===== config.mk =====
export PLATFORM = sky130hd
export DESIGN_NAME = mem_arbiter
export DESIGN_NICKNAME = d
export VERILOG_FILES = /design/src/rtl/mem_arbiter.sv
export SDC_FILE = /design/constraint.sdc
export NUM_CORES = 1
export LEC_CHECK = 0
export CORE_MARGIN = 2
export CORE_UTILIZATION = 32
export CTS_BUF_LIST = sky130_fd_sc_hd__clkbuf_8
export DETAILED_ROUTE_END_ITERATION = 10
export PLACE_DENSITY = 0.84
export SLEW_MARGIN = 20
export SYNTH_ARGS = -nofsm -noshare
export SYNTH_HDL_FRONTEND = slang
export SYNTH_SLANG_ARGS = --single-unit

===== constraint.sdc =====
create_clock -name clk -period 2.1 [get_ports clk]
set_input_delay 0.42 -clock clk [delete_from_list [all_inputs] [get_ports clk]]
set_output_delay 0.42 -clock clk [all_outputs]
set_load 0.01 [all_outputs]

===== src/rtl/mem_arbiter.sv =====
// Two-port round-robin arbiter in front of a single memory-controller request interface.
// One transaction outstanding at a time; completions route to the owner; a watchdog frees a stuck bus.
module mem_arbiter #(
  parameter int ADDR_WIDTH     = 16,
  parameter int DATA_WIDTH     = 16,
  parameter int TIMEOUT_CYCLES = 1024
) (
  input  logic                  clk,
  input  logic                  rst,
  input  logic [ADDR_WIDTH-1:0] p0_addr,
  input  logic [DATA_WIDTH-1:0] p0_data_in,
  input  logic                  p0_r_en,
  input  logic                  p0_w_en,
  output logic                  p0_rdy,
  output logic                  p0_cplt,
  output logic [DATA_WIDTH-1:0] p0_data_out,
  input  logic [ADDR_WIDTH-1:0] p1_addr,
  input  logic [DATA_WIDTH-1:0] p1_data_in,
  input  logic                  p1_r_en,
  input  logic                  p1_w_en,
  output logic                  p1_rdy,
  output logic                  p1_cplt,
  output logic [DATA_WIDTH-1:0] p1_data_out,
  output logic [ADDR_WIDTH-1:0] mem_addr,
  output logic [DATA_WIDTH-1:0] mem_data_in,
  output logic                  mem_r_en,
  output logic                  mem_w_en,
  input  logic                  mem_rdy,
  input  logic                  mem_cplt,
  input  logic [DATA_WIDTH-1:0] mem_data_out,
  output logic                  timeout
);

  localparam int WD_W = $clog2(TIMEOUT_CYCLES) + 1;

  typedef enum logic [0:0] {
    IDLE = 1'b0,
    BUSY = 1'b1
  } state_t;

  state_t          state_q, state_d;
  logic            owner_q, owner_d;
  logic            last_grant_q, last_grant_d;
  logic [WD_W-1:0] wd_cnt_q, wd_cnt_d;

  logic p0_req, p1_req, any_req, sel, accept, wd_fire, done;

  always_comb begin
    p0_req  = p0_r_en | p0_w_en;
    p1_req  = p1_r_en | p1_w_en;
    any_req = p0_req | p1_req;
    // Ties go to the port that did not win last; a lone requester always wins.
    if (p0_req && p1_req) begin
      sel = ~last_grant_q;
    end else begin
      sel = p1_req;
    end
    accept  = (state_q == IDLE) && any_req && mem_rdy;
    wd_fire = (state_q == BUSY) && !mem_cplt && (wd_cnt_q == WD_W'(TIMEOUT_CYCLES - 1));
    done    = (state_q == BUSY) && (mem_cplt || wd_fire);
  end

  always_ff @(posedge clk or posedge rst) begin
    if (rst) begin
      state_q      <= IDLE;
      owner_q      <= 1'b0;
      last_grant_q <= 1'b1;
      wd_cnt_q     <= '0;
    end else begin
      state_q      <= state_d;
      owner_q      <= owner_d;
      last_grant_q <= last_grant_d;
      wd_cnt_q     <= wd_cnt_d;
    end
  end

  always_comb begin
    state_d      = state_q;
    owner_d      = owner_q;
    last_grant_d = last_grant_q;
    wd_cnt_d     = wd_cnt_q;
    case (state_q)
      IDLE: begin
        if (accept) begin
          state_d      = BUSY;
          owner_d      = sel;
          last_grant_d = sel;
          wd_cnt_d     = '0;
        end else begin
          state_d = IDLE;
        end
      end
      BUSY: begin
        wd_cnt_d = wd_cnt_q + WD_W'(1);
        if (done) begin
          state_d = IDLE;
        end else begin
          state_d = BUSY;
        end
      end
      default: state_d = IDLE;
    endcase
  end

  always_comb begin
    mem_addr    = '0;
    mem_data_in = '0;
    mem_r_en    = 1'b0;
    mem_w_en    = 1'b0;
    p0_rdy      = 1'b0;
    p1_rdy      = 1'b0;
    p0_cplt     = 1'b0;
    p1_cplt     = 1'b0;
    p0_data_out = '0;
    p1_data_out = '0;
    timeout     = wd_fire;
    case (state_q)
      IDLE: begin
        if (any_req) begin
          mem_addr    = sel ? p1_addr    : p0_addr;
          mem_data_in = sel ? p1_data_in : p0_data_in;
          mem_r_en    = sel ? p1_r_en    : p0_r_en;
          // A simultaneous read and write on one port forwards only the read.
          mem_w_en    = sel ? (p1_w_en & ~p1_r_en) : (p0_w_en & ~p0_r_en);
          p0_rdy      = mem_rdy & ~sel;
          p1_rdy      = mem_rdy & sel;
        end else begin
          mem_addr = '0;
        end
      end
      BUSY: begin
        // Watchdog completion carries zero data; a real completion carries controller data.
        if (owner_q) begin
          p1_cplt     = done;
          p1_data_out = mem_cplt ? mem_data_out : '0;
        end else begin
          p0_cplt     = done;
          p0_data_out = mem_cplt ? mem_data_out : '0;
        end
      end
      default: timeout = 1'b0;
    endcase
  end

endmodule

==> metrics.yaml <==
floorplanning:
  rows: 26
  die_y_um: 78.1
  start_util: 0.337
  io_pins: 159
  coreArea_um2: 5200
  dieArea_um2: 6090
  die_w_um: 78.1
worst_setup_path:
  setup.worst_path.end: "mem_data_in[1]"
  ff2ff_setup_slack_ns: 0.67
  cp-start-kind: "register"
  arrival_ns: 1.60
  path_cells: "o21a_4 > buf_12 > o21ai_0 > a21oi_2 > clkdlybuf4s15_1"
  regToRegStartpoint: "state_q$_DFF_PP0_"
  crit_fanout: 16
  cpMaxStageDelayCell: "dfstp_2"
  crit_type: "reg -> out"
  r2r-end: "state_q$_DFF_PP0_"
  r2r_cells: 6
  end_kind: "output port"
  required_ns: 1.68
  startpoint: "last_grant_q$_DFFE_PP1P_"
  max_stage_delay_ns: 0.55
logic_synthesis:
  synth_nets: 347
  syn_avg_cell_area_um2: 6.80
  yosys_warnings: 0
  ys_types: 40
  synth-edff-count: 0
  async_flop_share: 1.00
  synth_ff_type: "dfrtp_1"
  synth_cells: 258
  synth_seq_cells: 14
  synth-seq-area-share: 0.200
  mappedNetlistArea_um2: 1760
power_and_ir_drop:
  power_density_nw_per_um2: 565
  swShare: 0.406
  pwr-share-seq: 0.171
  pwr-share-clk: 0.126
  p_int_uw: 1210
  p_leak_uw: 0.00166
  combPwrFrac: 0.702
  ir_drop_mv: 0.441
  p_switching_uw: 827
timing:
  fin_skew_ns: 0.00207
  fmax_mhz: 494
  hold_ws_ns: 0.493
  timing.final.ws_setup_ns: 0.0751
  fin_crit_sh: 0.964
  worst_slew_pin_slew_ns: 0.529
  rsz0062_at_grt: "false"
  slew_violations: 0
  fin_crit_ns: 2.02
  relSlewSlack: 0.647
  hold_violations: 0
  setup_violations: 0
global_routing:
  grt_max_degree: 33
  grt_pass1_vias: 2518
  grt_use_met2: 0.450
  grt_pass1_wl_mm: 12.5
  antenna_found_initial: 0
  grt.busiest_layer: "met2"
  track_usage: 0.247
  grt_use_met3: 0.0379
  use_met1: 0.314
  gr-total-overflow: 0
detailed_routing:
  drt-pass1-iter-count: 4
  drtAntennaViolNets: 0
  drc: 0
  vias: 2640
  finalWirelength_mm: 7.89
  drt-wirelength-per-cell_um: 15.7
  drt_iter0_markers: 121
  viasPerCell: 5.26
cells_and_area:
  layout_common_cells: "83 x clkdlybuf4s50_1, 38 x nor2_1, 37 x dlygate4sd2_1, 34 x o21ai_0, 33 x nand3_1"
  num-fill-cells: 442
  final_area_um2: 3610
  n_antenna_cell: 0
  areaGrowthSynthToFinish_pct: 106
  nets: 522
  final_cells: 502
  final_common_cell: "clkdlybuf4s50_1"
  drive_above_1_share: 0.266
run:
  maxCapViolations: 0
cts:
  numClockSinks: 14
  cts.path.max_buffers: 2
  cts-root-buf: "clkbuf_8"
  postCtsHoldBufs: 0
  cts_tree: "yes"
  clk_pin_slew_ns: 0.06
  cts_made_buffers: 3
  clk_latency_ns: 0.24
  cts.htree.levels: 1
placed_design:
  post-dp-hpwl_mm: 5.45
  dp_cells: 486
  port_buffers: 158
  gp_congestion: 0.767
  place_ws_ns: -0.649
  dpl_cell_area_um2: 3550
hold_path:
  hold_path.class: "reg -> reg"
status:
  status: "finished, final reports clean"
-- timing repair --
item                                    4_1_cts  5_1_grt
setup buffers                                 9        0
resized for setup                           174       20
endpoints found under the setup margin       71       27
hold endpoints to repair                      0        0
pin swaps                                     1        1
gates cloned                                  5        0
-- registers in the layout (all words and copies together) (netlist names) --
register,flops
wd_cnt_q,11
last_grant_q,1
owner_q,1
state_q,1
-- worst max-delay path: cells and delay by family (launching register included) --
family                 cells  cell delay (ns)
AO/OA/AOI/OAI              3             0.42
buffers and inverters      2             0.38
flip-flops                 1             0.55
-- cell usage after synthesis, drive strengths merged (2+ instances only) --
master,instances,area [um^2]
nand2b,5,31.3
a21oi,35,288
dfrtp,13,325
or2,3,18.8
nor2,38,143
o211ai,4,30.0
and4,2,17.5
clkbuf,8,31.3
buf,19,125
nand4,5,31.3
nand2,25,93.8
nand3,33,165
o221ai,2,17.5
mux2i,3,30.0
o31ai,2,15.0
o21ai,43,219
o2bb2ai,2,17.5
-- power groups by stage --
stage / registers [uW] / clock network (uW) / logic, uW
after global placement: 350 / 0 / 1350
final: 349 / 258 / 1430
after detailed placement: 351 / 0 / 1370
after floorplan: 354 / 0 / 655
after global routing: 356 / 271 / 1550
after CTS: 349 / 258 / 1470
-- stage by stage --
step           setup TNS [ns]  utilization  total power, uW
4_1_cts                     0        0.703             2070
3_5_place_dp           -25.57        0.681             1720
5_1_grt                     0        0.693             2180
2_1_floorplan               0            -             1010
6_report                    0        0.693             2040
3_3_place_gp           -23.50        0.681             1700
-- routing by layer --
metal,vias up,share of wire,wire (um)
met5,-,0,0
met4,0,0.0096,76
met3,8,0.069,544
met2,120,0.51,4010
met1,1243,0.41,3260
li1,1269,-,-
-- worst min-delay path by stage --
stage,endpoint,startpoint,cells after the start
floorplan,owner_q$_DFFE_PP0P_,rst,1
global placement,wd_cnt_q[8]$_DFFE_PP0P_,wd_cnt_q[8]$_DFFE_PP0P_,1
detailed placement,wd_cnt_q[8]$_DFFE_PP0P_,wd_cnt_q[8]$_DFFE_PP0P_,1
CTS,wd_cnt_q[10]$_DFFE_PP0P_,wd_cnt_q[10]$_DFFE_PP0P_,1
global route,wd_cnt_q[10]$_DFFE_PP0P_,wd_cnt_q[10]$_DFFE_PP0P_,1
finish,wd_cnt_q[10]$_DFFE_PP0P_,wd_cnt_q[10]$_DFFE_PP0P_,1
-- cell type report --
class                      count  area [um^2]  share of cell area
clock buffer                   4         55.1              0.0153
inverter                       1         3.75             0.00104
multi-input combinational    216         1270               0.353
sequential                    14          352              0.0974
tap                           70         87.6              0.0243
timing repair buffer         197         1840               0.509
-- cells by family after synthesis --
group / Yosys count / synth area share
buf+inv: 28 / 0.0912
mux: 3 / 0.0171
simple gates: 117 / 0.320
flops: 14 / 0.200
compound gates: 95 / 0.364
fa+ha+maj: 1 / 0.00713
Power figures use the tool's default switching activity.
